===== config.mk =====
export PLATFORM = sky130hd
export DESIGN_NAME = rvfi_causal_window_check
export DESIGN_NICKNAME = d
export VERILOG_FILES = /design/src/rtl/rvfi_causal_window_check.sv
export SDC_FILE = /design/constraint.sdc
export NUM_CORES = 1
export LEC_CHECK = 0
export ABC_AREA = 1
export CAP_MARGIN = 20
export CORE_UTILIZATION = 40
export DETAILED_ROUTE_END_ITERATION = 10
export PLACE_DENSITY_LB_ADDON = 0.1
export SKIP_LAST_GASP = 1
export SYNTH_ARGS = -nofsm -noshare
export SYNTH_HDL_FRONTEND = slang
export SYNTH_SLANG_ARGS = --single-unit

===== constraint.sdc =====
create_clock -name clock -period 1.9 [get_ports clock]
set_clock_uncertainty 0.1 [all_clocks]
set_input_delay 0.57 -clock clock [delete_from_list [all_inputs] [get_ports clock]]
set_output_delay 0.57 -clock clock [all_outputs]
set_load 0.01 [all_outputs]

===== src/rtl/rvfi_causal_window_check.sv =====
// rvfi_causal_window_check: multi-channel RAW causality monitor on the RVFI trace.
//
// One writer is tracked, selected by sym_order / sym_reg (held constant after reset).
// Any younger retirement (order > sym_order) that reads sym_reg before the writer
// retires taints the window; the writer then retiring with rd == sym_reg is a failure.
// Within one cycle, channels below the writer channel are "earlier" than the writer,
// channels above it are legal younger readers.
//
// Optional feature: define RVFI_CAUSAL_WAW_EN to also treat younger writers of
// sym_reg (WAW) as violations; they latch fail_cause[1]. Without the macro no WAW
// logic exists and fail_cause[1] stays 0.
//
// A watchdog counts cycles spent waiting for the writer (WAIT/TAINT) and raises a
// sticky timeout after TIMEOUT cycles. TIMEOUT == 0 disables it.

module rvfi_causal_window_check #(
  parameter int unsigned NRET     = 1,
  parameter int unsigned ORDER_W  = 64,
  parameter int unsigned REGIDX_W = 5,
  parameter int unsigned TIMEOUT  = 1024
) (
  input  logic                     clock,
  input  logic                     resetn,
  input  logic [NRET-1:0]          rvfi_valid,
  input  logic [NRET*ORDER_W-1:0]  rvfi_order,
  input  logic [NRET*REGIDX_W-1:0] rvfi_rs1_addr,
  input  logic [NRET*REGIDX_W-1:0] rvfi_rs2_addr,
  input  logic [NRET*REGIDX_W-1:0] rvfi_rd_addr,
  input  logic [ORDER_W-1:0]       sym_order,
  input  logic [REGIDX_W-1:0]      sym_reg,
  output logic [1:0]               state,
  output logic                     fail,
  output logic [1:0]               fail_cause,
  output logic                     vacuous,
  output logic                     timeout
);

  localparam int unsigned CntW = (TIMEOUT > 0) ? $clog2(TIMEOUT + 1) : 1;
  localparam logic [CntW-1:0] TimeoutCnt = CntW'(TIMEOUT);

  typedef enum logic [1:0] {
    StWait  = 2'b00,
    StTaint = 2'b01,
    StDone  = 2'b10,
    StFail  = 2'b11
  } state_e;

  state_e          state_q, state_d;
  logic            fail_q, fail_d;
  logic [1:0]      cause_q, cause_d;
  logic            vacuous_q, vacuous_d;
  logic            timeout_q, timeout_d;
  logic [CntW-1:0] cnt_q, cnt_d;

  logic                          reg_nz;
  logic [NRET-1:0]               raw;
  logic [NRET-1:0]               wr;
  logic [NRET-1:0][REGIDX_W-1:0] rd_ch;
`ifdef RVFI_CAUSAL_WAW_EN
  logic [NRET-1:0]               waw;
`endif

  // x0 is never a real dependency, so nothing can be violated against it
  assign reg_nz = (sym_reg != '0);

  for (genvar c = 0; c < NRET; c++) begin : g_ch
    logic [ORDER_W-1:0]  ord;
    logic [REGIDX_W-1:0] rs1;
    logic [REGIDX_W-1:0] rs2;
    logic                younger;

    assign ord      = rvfi_order[c*ORDER_W +: ORDER_W];
    assign rs1      = rvfi_rs1_addr[c*REGIDX_W +: REGIDX_W];
    assign rs2      = rvfi_rs2_addr[c*REGIDX_W +: REGIDX_W];
    assign rd_ch[c] = rvfi_rd_addr[c*REGIDX_W +: REGIDX_W];
    assign younger  = rvfi_valid[c] && (ord > sym_order);

    assign raw[c] = younger && reg_nz && ((rs1 == sym_reg) || (rs2 == sym_reg));
    assign wr[c]  = rvfi_valid[c] && (ord == sym_order);
`ifdef RVFI_CAUSAL_WAW_EN
    assign waw[c] = younger && reg_nz && (rd_ch[c] == sym_reg);
`endif
  end

  logic       wr_any;
  logic [REGIDX_W-1:0] wr_rd;
  logic       qual_raw;
  logic       qual_waw;
  logic       wr_match;
  logic [1:0] new_cause;

  // Pick the lowest writer channel; only violations on channels below it count
  always_comb begin
    wr_any   = 1'b0;
    wr_rd    = '0;
    qual_raw = 1'b0;
    qual_waw = 1'b0;
    for (int unsigned c = 0; c < NRET; c++) begin
      if (!wr_any) begin
        qual_raw = qual_raw | raw[c];
`ifdef RVFI_CAUSAL_WAW_EN
        qual_waw = qual_waw | waw[c];
`endif
        if (wr[c]) begin
          wr_any = 1'b1;
          wr_rd  = rd_ch[c];
        end
      end
    end
  end

  assign wr_match  = wr_any && reg_nz && (wr_rd == sym_reg);
  assign new_cause = {qual_waw, qual_raw};

  // Next-state for the window FSM, sticky status and watchdog
  always_comb begin
    state_d   = state_q;
    fail_d    = fail_q;
    cause_d   = cause_q;
    vacuous_d = vacuous_q;
    timeout_d = timeout_q;
    cnt_d     = cnt_q;
    unique case (state_q)
      StWait, StTaint: begin
        if (wr_any) begin
          if (!wr_match) begin
            // Writer does not produce sym_reg: property holds vacuously, taint dropped
            state_d   = StDone;
            vacuous_d = 1'b1;
          end else begin
            cause_d = cause_q | new_cause;
            if ((state_q == StTaint) || (new_cause != 2'b00)) begin
              state_d = StFail;
              fail_d  = 1'b1;
            end else begin
              state_d = StDone;
            end
          end
        end else if (new_cause != 2'b00) begin
          state_d = StTaint;
          cause_d = cause_q | new_cause;
        end
        if ((TIMEOUT != 0) && (cnt_q < TimeoutCnt)) begin
          cnt_d = cnt_q + 1'b1;
          if (cnt_d == TimeoutCnt) begin
            timeout_d = 1'b1;
          end
        end
      end
      default: begin
        // DONE / FAIL are terminal until reset
      end
    endcase
  end

  // State and status registers
  always_ff @(posedge clock or negedge resetn) begin
    if (!resetn) begin
      state_q   <= StWait;
      fail_q    <= 1'b0;
      cause_q   <= 2'b00;
      vacuous_q <= 1'b0;
      timeout_q <= 1'b0;
      cnt_q     <= '0;
    end else begin
      state_q   <= state_d;
      fail_q    <= fail_d;
      cause_q   <= cause_d;
      vacuous_q <= vacuous_d;
      timeout_q <= timeout_d;
      cnt_q     <= cnt_d;
    end
  end

  assign state      = state_q;
  assign fail       = fail_q;
  assign fail_cause = cause_q;
  assign vacuous    = vacuous_q;
  assign timeout    = timeout_q;

endmodule

==> results of run 1 <==
routing by layer:
metal,wire length [µm],up-vias
met5,0,-
met2,5020,104
met3,479,12
met1,3850,1522
met4,97,0
li1,-,1686
worst register-to-register path, delay by kind of cell, from the launching register on:
kind / cells / cell delay, ps
AOI/OAI and AO/OA: 1 / 220
and+or+nand+nor: 5 / 640
DFF: 1 / 360
xor gates and xnor gates: 1 / 150
adders and majority gates: 1 / 200
registers in the layout (all words and copies together) (netlist names):
signal,count
cnt_q,11
fail,1
fail_cause,1
state,2
timeout,1
vacuous,1
cell families after synthesis:
logic type / Yosys count / share of synthesized area (%)
flip-flops: 17 / 15.2
AO/OA/AOI/OAI: 53 / 10.4
adder cells (fa/ha/maj): 66 / 29.4
buffers and inverters: 90 / 12.2
AND/OR/NAND/NOR: 149 / 24.9
XOR/XNOR: 25 / 7.80
other: 1 / 0.134
where the power goes:
part	leakage, nW	switching (mW)	total (mW)	internal (mW)
logic	2.34	0.424	0.948	0.524
clock network	0.0255	0.121	0.267	0.145
registers	0.222	0	0.362	0.362
total	2.59	0.545	1.58	1.03
path summary, 6_finish.rpt:
check / endpoint / slack (ps) / depth (start not counted) / startpoint
worst min-delay path: vacuous / 360 / 1 / vacuous
max in group asynchronous: cnt_q[8] / 970 / 2 / resetn
worst min register to register: vacuous / 360 / 1 / vacuous
min in group asynchronous: cnt_q[9] / 540 / 2 / resetn
worst max register to register: timeout / 150 / 8 / cnt_q[1]
worst max-delay path: fail / -130 / 14 / sym_order[45]
synthesized netlist by cell type:
cell type and number:
o21ai_0 12, nand3b_1 1, nor4_1 1, nand3_1 12, nand4_1 10, o21a_1 3
nor3_2 1, nor3_4 1, xor2_1 15, nand3_2 2, nand2_1 76, a21oi_1 31
nor3_1 3, ha_1 66, or2_1 1, dfrtp_1 17, nand2_2 7, inv_2 3
o31ai_1 1, o21ai_1 1, nor2_1 25, nor2_2 6, nor2_4 2, o21bai_1 3
a21o_1 1, buf_4 1, nand4_2 1, conb_1 1, xnor2_1 10, inv_1 86
a41o_2 1
cell type report:
| type | instances | area (µm²) |
|---|---|---|
| antenna | 1 | 2.50 |
| clock buffer | 3 | 41.3 |
| clock inverter | 1 | 5.00 |
| fill | 489 | 1510 |
| inverter | 89 | 337 |
| multi-input combinational | 294 | 2900 |
| sequential | 17 | 425 |
| tap | 96 | 120 |
| timing repair buffer | 198 | 1450 |
timing repair:
item,in CTS,in global routing
setup endpoints to repair,5,6
setup buffers,17,9
resized for setup,461,93
pin swaps,112,63
cell usage in the layout, fill, tap and decap left out, types with 19 or more instances in the layout:
cell,count
ha_4,52
buf_4,40
inv_2,55
nand2_2,19
a21oi_1,27
clkbuf_2,41
clkdlybuf4s50_1,27
buf_2,48
nand2_1,56
inv_1,33
==> results.json, run 1 <==
{
  "grt_use_total_pct": 25.0,
  "finalInstanceArea_um2": 5280,
  "place.gp.congestion": 0.756,
  "path_common_cell": "nand2_1",
  "via_count": 3324,
  "cts_buffers": 3,
  "grt_overflow": 0,
  "clock_latency_ps": 250,
  "slowest_stage": "dlygate4sd2_1",
  "cts-root-buf": "clkbuf_8",
  "worst_path_largest_cell_delay_ps": 240,
  "synth_nets": 618,
  "p_per_area_nw_per_um2": 299,
  "use_met2_pct": 50.0,
  "layout_worst_path_cycle_share_pct": 107,
  "p_total_mw": 1.58,
  "dpl.hpwl_um": 6730,
  "final_cells": 699,
  "required_ps": 1940,
  "crit_family": "simple AND/OR/NAND/NOR gates",
  "cts_tree": "yes",
  "drt_first_iter_violations": 56,
  "final-setup-viol-count": 4,
  "synthCells": 401,
  "failed_checks": "negative setup slack",
  "die_h_um": 85.8,
  "placedInstanceArea_um2": 4600,
  "coreArea_um2": 6790,
  "holdWs_ps": 361,
  "synth_warnings": 0,
  "timing_worst_setup_path_type": "in2reg",
  "grt_pass1_vias": 3384,
  "io_pins": 158,
  "worstPathCellList": "dlygate4sd2_1 -> inv_2 -> ha_4 -> buf_6 -> a21oi_2 -> o21ai_1 -> nor2_1 -> nand2_1 -> a21oi_2 -> nand2_2 -> nand2_1 -> nand2_1 -> nand2_2 -> nand2_1",
  "dieArea_um2": 7350,
  "dp.cells": 668,
  "tns_ps": -426,
  "syn_area_um2": 2810,
  "drive_gt1_share_pct": 53.7,
  "final_antenna_net_count": 0,
  "leakage_nw": 2.59,
  "postCtsHoldBufs": 0,
  "clock-sinks": 17,
  "grt-busiest-layer": "met2",
  "report.final.slew_viol_count": 0,
  "fin_crit_ps": 2030,
  "pre_cts_slack_ps": -830,
  "synth-seq-cells": 17,
  "critical_path.max_fanout": 2,
  "cts_buffer_depth": 2,
  "start_util_pct": 41.3,
  "routed_wl_um": 9450,
  "peakVddDrop_uv": 477,
  "synth_top_area_cell": "ha_1",
  "layout.nets": 820,
  "grt_pass1_wl_um": 15000,
  "maxCapViolCount": 0,
  "status": "complete, but fails checks",
  "rsz0062_at_grt": "yes",
  "setup_slack_ps": -130,
  "viasPerCell": 4.76,
  "grt_use_met1_pct": 28.7,
  "use_met3_pct": 2.50,
  "timing.fmax_mhz": 493,
  "grt_max_degree": 18,
  "cp-start-kind": "primary input",
  "hold_viol_final": 0,
  "post-route-util_pct": 77.7,
  "rows": 30,
  "syn2layout_area_growth_pct": 88.1,
  "yosysSeqAreaShare_pct": 15.2,
  "syn_area_per_cell_um2": 7.00,
  "path_clk_slew_ps": 70,
  "hold_path_class": "reg2reg",
  "arrival_ps": 2070,
  "synthTopCellsByArea": "ha_1, dfrtp_1, inv_1",
  "die_w_um": 85.8,
  "critPathCaptureType": "flop",
  "synth_top_area_share_pct": 29.4,
  "path_buf_inv": 3,
  "port_buffers": 156,
  "antenna_found_initial": 1,
  "wl_per_cell_um": 13.5,
  "drcViolationCount": 0,
  "synth_cell_types": 31,
  "htreeDepth": 1,
  "dr.pass1.iters": 4
}
Note: power is estimated with default switching activity, not from simulation.
==> run 2: changes to the inputs <==
--- a/config.mk
+++ b/config.mk
@@ -8,6 +8,7 @@
 export ABC_AREA = 1
 export CAP_MARGIN = 20
 export CORE_UTILIZATION = 40
+export CTS_BUF_LIST = sky130_fd_sc_hd__clkbuf_8 sky130_fd_sc_hd__clkbuf_16
 export DETAILED_ROUTE_END_ITERATION = 10
 export PLACE_DENSITY_LB_ADDON = 0.1
 export SKIP_LAST_GASP = 1
==> results of run 2 <==
Same layout as run 1: the final DEF is identical, and so are final timing and power.
==> run 3: changes to the inputs <==
--- a/config.mk
+++ b/config.mk
@@ -10,7 +10,8 @@
 export CORE_UTILIZATION = 40
 export CTS_BUF_LIST = sky130_fd_sc_hd__clkbuf_8 sky130_fd_sc_hd__clkbuf_16
 export DETAILED_ROUTE_END_ITERATION = 10
-export PLACE_DENSITY_LB_ADDON = 0.1
+export DONT_BUFFER_PORTS = 1
+export PLACE_DENSITY = 0.51
 export SKIP_LAST_GASP = 1
 export SYNTH_ARGS = -nofsm -noshare
 export SYNTH_HDL_FRONTEND = slang
==> run 3 against run 2 <==
  * The run still ends with negative setup slack left
  * Clock power is 5% higher
  * Critical path depth up 1
  * Sequential power is essentially flat
  * Clock-buffer cell count is the same
  * Largest cell class unchanged
  * Highest routed layer unchanged
==> results.json, run 3 (synthesis results as in run 1) <==
{
  "placedInstanceArea_um2": 2990,
  "die_w_um": 85.8,
  "peakVddDrop_uv": 356,
  "largest_reg_flops": 11,
  "cts_tree": "yes",
  "drcViolationCount": 0,
  "cp-start-kind": "primary input",
  "maxCapViolCount": 0,
  "dieArea_um2": 7350,
  "dpl.hpwl_um": 5380,
  "timing_worst_setup_path_type": "in2reg",
  "htreeDepth": 1,
  "drt_first_iter_violations": 38,
  "pre_cts_slack_ps": -321,
  "report.final.slew_viol_count": 0,
  "final_cells": 511,
  "coreArea_um2": 6790,
  "start_util_pct": 41.3,
  "p_total_mw": 1.11,
  "final_antenna_net_count": 0,
  "clock_latency_ps": 260,
  "grt_max_degree": 18,
  "setup_slack_ps": -77.1,
  "hold_viol_final": 0,
  "cts_buffer_depth": 2,
  "syn2layout_area_growth_pct": 21.9,
  "path_buf_inv": 3,
  "worst_pin_slew_ps": 744,
  "grt_overflow": 0,
  "failed_checks": "negative setup slack",
  "timing.fmax_mhz": 506,
  "dp.cells": 505,
  "grt_pass1_wl_um": 9320,
  "layout.nets": 633,
  "rows": 30,
  "final-setup-viol-count": 1,
  "rsz0062_at_grt": "yes",
  "drive_gt1_share_pct": 21.2,
  "n_antenna_cell": 0,
  "die_h_um": 85.8,
  "mostFrequentLayoutCell": "inv_1",
  "slowest_stage": "ha_4",
  "clock-sinks": 17,
  "io_pins": 158,
  "viasPerCell": 4.90,
  "via_count": 2505,
  "p_per_area_nw_per_um2": 324,
  "layout_common_cells": "inv_1, nand2_1, ha_1",
  "worst_path_largest_cell_delay_ps": 270,
  "layout_worst_path_cycle_share_pct": 104,
  "finalInstanceArea_um2": 3420,
  "path_clk_slew_ps": 70,
  "grt_use_total_pct": 15.6,
  "cts-root-buf": "clkbuf_8",
  "worstPathCellList": "inv_1 -> ha_4 -> nand2_2 -> nor2_2 -> nand4_4 -> nor2_4 -> nand2_2 -> nor2_4 -> nand2_2 -> nor2_4 -> or2_1 -> inv_1 -> nand2_1 -> inv_1 -> a21oi_2",
  "status": "complete, but fails checks",
  "dr.pass1.iters": 6,
  "port_buffers": 0,
  "critical_path.max_fanout": 3,
  "largest_register": "cnt_q",
  "crit_family": "simple AND/OR/NAND/NOR gates",
  "critPathCaptureType": "flop",
  "antenna_found_initial": 0,
  "place.gp.congestion": 0.804,
  "max_slew_margin_pct": 50.2,
  "arrival_ps": 2070,
  "grt_pass1_vias": 2310,
  "routed_wl_um": 6510,
  "post-route-util_pct": 50.3,
  "hold_path_class": "in2reg",
  "required_ps": 2000,
  "fin_crit_ps": 1980,
  "wl_per_cell_um": 12.7,
  "cts_buffers": 3,
  "leakage_nw": 1.77
}
-- run 3: changes by cell type in the layout (fill, tap and decap cells not counted), moves of 30 or more --
cell and delta:
inv_2 -47, ha_1 +35, buf_4 -30, inv_1 +46, clkbuf_2 -41, ha_4 -34
buf_2 -48
-- run 3: layout make-up --
type / count / area, µm²
fill: 700 / 3370
inverter: 89 / 347
clock inverter: 1 / 5.00
sequential: 17 / 425
timing repair buffer: 11 / 85.1
clock buffer: 3 / 41.3
tap: 96 / 120
multi-input combinational: 294 / 2400
-- run 3: power breakdown --
part,internal (mW),switching (mW),leakage [nW]
Combinational,0.224,0.242,1.53
Clock,0.146,0.135,0.0255
Sequential,0.362,0,0.222
-- run 3: layer usage --
layer	share of wire (%)	GRT usage, %
met1	41	18.6
met2	51	29.0
met3	6.6	3.37
met4	0.84	2.73
met5	0	0
-- run 3: repair_timing --
action | CTS | global route
buffers inserted | 0 | 1
pin swaps | 7 | 36
hold buffers | 1 | 0
gates resized for setup | 2 | 65
endpoints found under the setup margin | 1 | 5
hold endpoints to repair | 17 | 0
gates cloned | 0 | 0
-- run 3: path summary, 6_finish.rpt --
| kind | from | slack [ps] | endpoint | cells past startpoint |
|---|---|---|---|---|
| min reg2reg | cnt_q[8] | 430 | cnt_q[8] | 2 |
| max | sym_order[58] | -80 | state[0] | 15 |
| max reg2reg | cnt_q[1] | 190 | timeout | 7 |
| min in group asynchronous | resetn | 710 | timeout | 1 |
| max in group asynchronous | resetn | 520 | cnt_q[6] | 1 |
| min | rvfi_valid | 380 | vacuous | 1 |
-- run 3: stage by stage --
stage                     hold WS, ps  TNS, ps
after floorplan                   174     -187
after global routing              376     -332
after CTS                         374    -62.9
after global placement            175     -879
after detailed placement          175    -1080
final                             382    -77.1
